==> src/rtl/mem_port_arbiter_if.sv <==
// rtl/mem_port_arbiter_if.sv - requester and memory signals of the shared memory port
interface mem_port_arbiter_if #(
    parameter int ADDR_W = 64,
    parameter int DATA_W = 64
);
    logic              i_req;
    logic [ADDR_W-1:0] i_addr;
    logic              i_ack;
    logic [31:0]       i_rdata;
    logic              d_req;
    logic              d_we;
    logic [ADDR_W-1:0] d_addr;
    logic [DATA_W-1:0] d_wdata;
    logic              d_ack;
    logic [DATA_W-1:0] d_rdata;
    logic [ADDR_W-1:0] mem_addr;
    logic [DATA_W-1:0] mem_wdata;
    logic              mem_wr;
    logic [DATA_W-1:0] mem_rdata;
    logic              busy;

    modport master (
        output i_req, i_addr, d_req, d_we, d_addr, d_wdata, mem_rdata,
        input  i_ack, i_rdata, d_ack, d_rdata, mem_addr, mem_wdata, mem_wr, busy
    );

    modport slave (
        input  i_req, i_addr, d_req, d_we, d_addr, d_wdata, mem_rdata,
        output i_ack, i_rdata, d_ack, d_rdata, mem_addr, mem_wdata, mem_wr, busy
    );
endinterface

==> src/rtl/mem_port_arbiter.sv <==
// rtl/mem_port_arbiter.sv - fetch/load-store arbiter for one single-port memory
// Optional macro ARB_ROUND_ROBIN_EN: alternate grants on contested requests.
module mem_port_arbiter #(
    parameter int ADDR_W  = 64,
    parameter int DATA_W  = 64,
    parameter int MEM_LAT = 2
) (
    input logic            CLK,
    input logic            RST,
    mem_port_arbiter_if.slave bus
);
    typedef enum logic [1:0] {IDLE = 2'd0, ACCESS = 2'd1, RESP = 2'd2} state_t;

    localparam logic [3:0] LAST = 4'(MEM_LAT - 1);

    state_t            state;
    logic [3:0]        cnt;
    logic              we_q;
    logic              owner_d;
    logic [ADDR_W-1:0] addr_q;
    logic [DATA_W-1:0] wdata_q;
    logic [DATA_W-1:0] resp_q;
    logic              wr_q;
    logic              i_ack_q;
    logic              d_ack_q;
    logic              busy_q;
    logic              grant_d;

`ifdef ARB_ROUND_ROBIN_EN
    // 1 = data won the most recent grant; resets to fetch so data wins first contest
    logic last_d;

    always_ff @(posedge CLK) begin
        if (RST) begin
            last_d <= 1'b0;
        end else if (state == IDLE && (bus.d_req || bus.i_req)) begin
            last_d <= grant_d;
        end
    end

    assign grant_d = bus.d_req && (!bus.i_req || !last_d);
`else
    assign grant_d = bus.d_req;
`endif

    always_ff @(posedge CLK) begin
        if (RST) begin
            state   <= IDLE;
            cnt     <= '0;
            we_q    <= 1'b0;
            owner_d <= 1'b0;
            addr_q  <= '0;
            wdata_q <= '0;
            resp_q  <= '0;
            wr_q    <= 1'b0;
            i_ack_q <= 1'b0;
            d_ack_q <= 1'b0;
            busy_q  <= 1'b0;
        end else begin
            case (state)
                IDLE: begin
                    wr_q    <= 1'b0;
                    i_ack_q <= 1'b0;
                    d_ack_q <= 1'b0;
                    if (bus.d_req || bus.i_req) begin
                        state   <= ACCESS;
                        busy_q  <= 1'b1;
                        cnt     <= '0;
                        owner_d <= grant_d;
                        if (grant_d) begin
                            addr_q  <= bus.d_addr;
                            wdata_q <= bus.d_wdata;
                            we_q    <= bus.d_we;
                            wr_q    <= bus.d_we;
                        end else begin
                            addr_q <= bus.i_addr;
                            we_q   <= 1'b0;
                        end
                    end
                end
                ACCESS: begin
                    // strobe was raised on entry, so it covers only the cnt==0 cycle
                    wr_q <= 1'b0;
                    cnt  <= cnt + 4'd1;
                    if (we_q || cnt == LAST) begin
                        if (!we_q) begin
                            resp_q <= bus.mem_rdata;
                        end
                        state   <= RESP;
                        d_ack_q <= owner_d;
                        i_ack_q <= !owner_d;
                    end
                end
                RESP: begin
                    state   <= IDLE;
                    busy_q  <= 1'b0;
                    i_ack_q <= 1'b0;
                    d_ack_q <= 1'b0;
                end
                default: begin
                    state   <= IDLE;
                    busy_q  <= 1'b0;
                    wr_q    <= 1'b0;
                    i_ack_q <= 1'b0;
                    d_ack_q <= 1'b0;
                end
            endcase
        end
    end

    assign bus.mem_addr  = addr_q;
    assign bus.mem_wdata = wdata_q;
    assign bus.mem_wr    = wr_q;
    assign bus.i_ack     = i_ack_q;
    assign bus.d_ack     = d_ack_q;
    assign bus.i_rdata   = resp_q[31:0];
    assign bus.d_rdata   = resp_q;
    assign bus.busy      = busy_q;
endmodule

==> src/flat_wrapper.sv <==
// flat-port wrapper written by rule: the top's interface ports become plain ports
module mem_port_arbiter_flat 
#(
    parameter int ADDR_W  = 64,
    parameter int DATA_W  = 64,
    parameter int MEM_LAT = 2
)
  (CLK, RST, bus_i_req, bus_i_addr, bus_d_req, bus_d_we, bus_d_addr, bus_d_wdata, bus_mem_rdata, bus_i_ack, bus_i_rdata, bus_d_ack, bus_d_rdata, bus_mem_addr, bus_mem_wdata, bus_mem_wr, bus_busy);
  mem_port_arbiter_if #(.ADDR_W(ADDR_W), .DATA_W(DATA_W)) bus_i ();
  input logic CLK;
  input logic RST;
  input wire logic [$bits(bus_i.i_req)-1:0] bus_i_req;
  input wire logic [$bits(bus_i.i_addr)-1:0] bus_i_addr;
  input wire logic [$bits(bus_i.d_req)-1:0] bus_d_req;
  input wire logic [$bits(bus_i.d_we)-1:0] bus_d_we;
  input wire logic [$bits(bus_i.d_addr)-1:0] bus_d_addr;
  input wire logic [$bits(bus_i.d_wdata)-1:0] bus_d_wdata;
  input wire logic [$bits(bus_i.mem_rdata)-1:0] bus_mem_rdata;
  output wire logic [$bits(bus_i.i_ack)-1:0] bus_i_ack;
  output wire logic [$bits(bus_i.i_rdata)-1:0] bus_i_rdata;
  output wire logic [$bits(bus_i.d_ack)-1:0] bus_d_ack;
  output wire logic [$bits(bus_i.d_rdata)-1:0] bus_d_rdata;
  output wire logic [$bits(bus_i.mem_addr)-1:0] bus_mem_addr;
  output wire logic [$bits(bus_i.mem_wdata)-1:0] bus_mem_wdata;
  output wire logic [$bits(bus_i.mem_wr)-1:0] bus_mem_wr;
  output wire logic [$bits(bus_i.busy)-1:0] bus_busy;
  assign bus_i.i_req = bus_i_req;
  assign bus_i.i_addr = bus_i_addr;
  assign bus_i.d_req = bus_d_req;
  assign bus_i.d_we = bus_d_we;
  assign bus_i.d_addr = bus_d_addr;
  assign bus_i.d_wdata = bus_d_wdata;
  assign bus_i.mem_rdata = bus_mem_rdata;
  assign bus_i_ack = bus_i.i_ack;
  assign bus_i_rdata = bus_i.i_rdata;
  assign bus_d_ack = bus_i.d_ack;
  assign bus_d_rdata = bus_i.d_rdata;
  assign bus_mem_addr = bus_i.mem_addr;
  assign bus_mem_wdata = bus_i.mem_wdata;
  assign bus_mem_wr = bus_i.mem_wr;
  assign bus_busy = bus_i.busy;
  mem_port_arbiter #(.ADDR_W(ADDR_W), .DATA_W(DATA_W), .MEM_LAT(MEM_LAT)) u_core (.CLK(CLK), .RST(RST), .bus(bus_i));
endmodule
==> config.mk <==
export PLATFORM = sky130hd
export DESIGN_NAME = mem_port_arbiter_flat
export DESIGN_NICKNAME = d
export VERILOG_FILES = /design/src/rtl/mem_port_arbiter_if.sv /design/src/rtl/mem_port_arbiter.sv /design/src/flat_wrapper.sv
export SDC_FILE = /design/constraint.sdc
export NUM_CORES = 1
export LEC_CHECK = 0
export ABC_CLOCK_PERIOD_IN_PS = 1900
export CELL_PAD_IN_SITES_DETAIL_PLACEMENT = 0
export CELL_PAD_IN_SITES_GLOBAL_PLACEMENT = 2
export CORE_MARGIN = 8
export CORE_UTILIZATION = 21
export DETAILED_ROUTE_END_ITERATION = 8
export PLACE_DENSITY = 0.88
export SLEW_MARGIN = 25
export SYNTH_ARGS = -nofsm -noshare
export SYNTH_HDL_FRONTEND = slang
export SYNTH_SLANG_ARGS = --single-unit
==> constraint.sdc <==
create_clock -name CLK -period 1.9 [get_ports CLK]
set_input_delay 0.475 -clock CLK [delete_from_list [all_inputs] [get_ports CLK]]
set_output_delay 0.475 -clock CLK [all_outputs]
set_load 0.005 [all_outputs]
==> results.md <==
* Outcome: finished, final reports clean
* Sw frac at roughly 28%
* Number of port buffers at 488
* Remaining Overflow, GRT at 0
* Row Count at 75
* Routed len/inst at 18.06 um
* Hold Startpoint: bus_d_req
* Crit share post-route at 97.42%
* Slowest stage cell, crit path: clkdlybuf4s50_1
* Clock power share at 36.0%
* CP peak stage delay at 0.50 ns
* H-tree depth at 1
* Ant. Diodes at 0
* Top cell type's share of synthesized area at 46.53%
* Internal Power at 9202 uW
* Post-Syn Nets at between 1,000 and 1,500
* Commonest non-fill, non-tap cell in the layout: clkdlybuf4s50_1
* Mapped Cells at between 900 and 1,000
* Slew @ Worst Pin at 0.4328 ns
* Initial antenna violation count at 6
* Peak supply drop at between 0.0004 and 0.0005 V
* Leakage at 0.006655 uW
* Setup-failing EPs final at 0
* Power density cells at 861.5 nW/um2
* Critical path class: register to output port
* Clock sinks at between 200 and 250
* FILL cells at ~4,300
* DP Worst Slack at roughly 0.0095 ns
* Yosys top cell by area: dfxtp_1
* Area of the mapped netlist at 8777 um2
* Final Hold Viols at 0
* GRT Total Usage at 13.03%
* First-pass DRT Iterations at 4
* CTS clk-pin slew, worst paths at around 0.060 ns
* Number of synthesized register bits at 204
* Syn avg cell area at 9.337 um2
* Worst-path cell chain: clkdlybuf4s50_1
* Initial Utilization at 21.11%
* Yosys warning total at 0
* Comb pwr share at between 20% and 30%
* FF/Latch Area at 4125 um2
* Antenna viol nets, final at 0
* Largest net degree at the start of global routing at 67
* WP data required at 1.42 ns
* Design Power at 12,800 uW
* Final Wtd Congestion at 0.7851
* Final worst path period need at 1.851 ns
* Post-route setup TNS at 0 ns
* WL final at roughly 35 mm
* Setup crit end kind: output port
* # Max-Cap Violations at 0
* Synth unique cells at 32
* CORE AREA at 41,570 um2
* Crit Path Max Fanout at 2
* Seq/Total Area, Yosys at between 40% and 50%
* Slew Viols, Final at 0
* Ratio of cells with drive above 1 in the final layout at around 7.5%
* R2r startpoint: u_core.cnt[1]$_SDFFE_PP0P_
* CTS buffer count at 25
* CTS tree: built
* Hold WS at around 0.3 ns
* Multi-input gate area at 4020 um2
* Hold/Removal Path Class: primary input to register
* Final WS setup at 0.04894 ns
* Worst-skew pair later-pin latency at 0.54 ns
* Clock Path Buffers at 3
* Die H at approximately 220 um
* WP data arrival at 1.38 ns
* First-pass GRT wire length at 49.91 mm
* Vias at between 8,000 and 9,000
* Vias in the first global route at 8,338
* # DRC at 0
* Crit path launch: u_core.bus.d_rdata[59]$_SDFFE_PP0P_
* Most frequent cells in the layout: clkdlybuf4s50_1, dfxtp_1, dlygate4sd2_1
* Syn-to-layout area delta at 69.28%
* Top cell family by delay on the critical path: buffers and inverters
* Iter 0 DRT Violations at 425
* Die area at 48,590 um2
* Fmax at roughly 540 MHz
* Final #Nets at 1,634
* Net load switching power at 3598 uW
* Clk root buf: clkbuf_16
* Ports at 489
* Top post-synthesis cells by area: dfxtp_1, mux2i_1, nand2b_1
* Hpwl dp at around 26 mm
* Die Wd at approximately 220 um
* Crit start category: register
* Max_slew headroom at a little under three quarters
* Setup Skew at 0.01388 ns
* RSZ-0062 raised after global routing: true
* DR vias/cell at 4.298
* CP bufs+invs at 1
* Register share of total power at 39.3%
## path summary, 6_finish.rpt
path	endpoint	slack (ns)	cells after the start
hold / removal	u_core.bus.mem_wr$_SDFFE_PP0P_	0.30	3
setup reg to reg	u_core.bus.d_rdata[20]$_SDFFE_PP0P_	0.11	7
setup / recovery	bus_d_rdata[59]	0.05	1
hold reg to reg	u_core.bus.mem_wdata[41]$_SDFFE_PP0P_	0.45	2
## kinds of logic (layout without fill, tap and decap cells)
kind of cell | count (synthesis) | after routing | share of synthesized area (%)
xor+xnor | 1 | 1 | 0.09980
compound gates | 206 | 206 | 13.70
buf+inv | 113 | 562 | 7.940
mux | 128 | 128 | 14.60
fa+ha+maj | 2 | 2 | 0.2851
flops | 204 | 204 | 46.53
simple gates | 286 | 286 | 16.85
## flip-flops by register name (all words and copies together) (netlist names)
| name | cells |
|---|---|
| u_core.state | 2 |
| u_core.bus.mem_wdata | 64 |
| u_core.bus.i_ack | 1 |
| u_core.bus.d_rdata | 64 |
| u_core.bus.busy | 1 |
| u_core.bus.mem_wr | 1 |
| u_core.owner_d | 1 |
| u_core.bus.d_ack | 1 |
| u_core.bus.mem_addr | 64 |
| u_core.cnt | 4 |
| u_core.we_q | 1 |
## tightest hold or removal path: cells and delay by family
family | cells | cell delay, ns
AND/OR/NAND/NOR | 1 | 0.08
buffers and inverters | 1 | 0.15
AO/OA/AOI/OAI | 1 | 0.06
## cells in the mapped netlist
master,n
a211oi_1,65
a21oi_1,134
buf_1,13
buf_12,7
buf_2,25
buf_4,34
clkbuf_1,32
dfxtp_1,204
ha_1,2
inv_1,2
mux2i_1,128
nand2_1,131
nand2b_1,129
nand2b_2,1
nand3_1,1
nand3b_1,3
nor2_1,4
nor2b_1,1
nor3_1,2
nor3_4,1
nor3b_1,3
o211ai_1,2
o21ai_0,3
o22ai_1,1
o31ai_1,1
or2_1,2
or2_2,3
or2b_1,2
or3b_1,1
or3b_4,1
or4_1,1
xor2_1,1
## metal layers
| metal | share of wire, % | GRT usage (%) | vias up | wire (um) |
|---|---|---|---|---|
| li1 | - | - | 4037 | - |
| met3 | 12 | 5.714 | 52 | 4037 |
| met1 | 41 | 15.34 | 3798 | 14280 |
| met4 | 2.2 | 3.872 | 12 | 769 |
| met5 | 0.20 | 0 | - | 70 |
| met2 | 45 | 21.21 | 387 | 15660 |
## power by group through the flow
stage	clock network [uW]	logic, uW	registers (uW)
5_1_grt	4990	3440	5100
3_3_place_gp	0	3410	5110
3_5_place_dp	0	3430	5130
2_1_floorplan	0	1390	5130
6_report	4610	3160	5030
4_1_cts	4820	3190	5030
## final cells by class
class,instances,share of cell area [%]
clock buffers,40,5.128
clock inverters,5,0.2189
inverters,2,0.05053
multi-input cells,623,27.06
well taps,539,4.539
repair buffers,515,35.24
flip-flops and latches,204,27.76
## stage by stage
step | utilization [%] | area, um2 | cells
5_1_grt | 35.74 | 14860 | 1928
3_5_place_dp | 33.77 | 14040 | 1879
3_3_place_gp | 33.77 | 14040 | 1879
2_1_floorplan | - | 8777 | 940
4_1_cts | 35.27 | 14660 | 1924
6_report | 35.74 | 14860 | 1928
## what timing repair did
item / CTS / global route
setup buffers: 0 / 1
resized for setup: 190 / 41
hold endpoints to repair: 0 / 0
gates cloned: 0 / 3
pin swaps: 0 / 1
hold buffers: 0 / 0
endpoints found under the setup margin: 187 / 85
No activity file was read; power rests on OpenSTA's default activity.
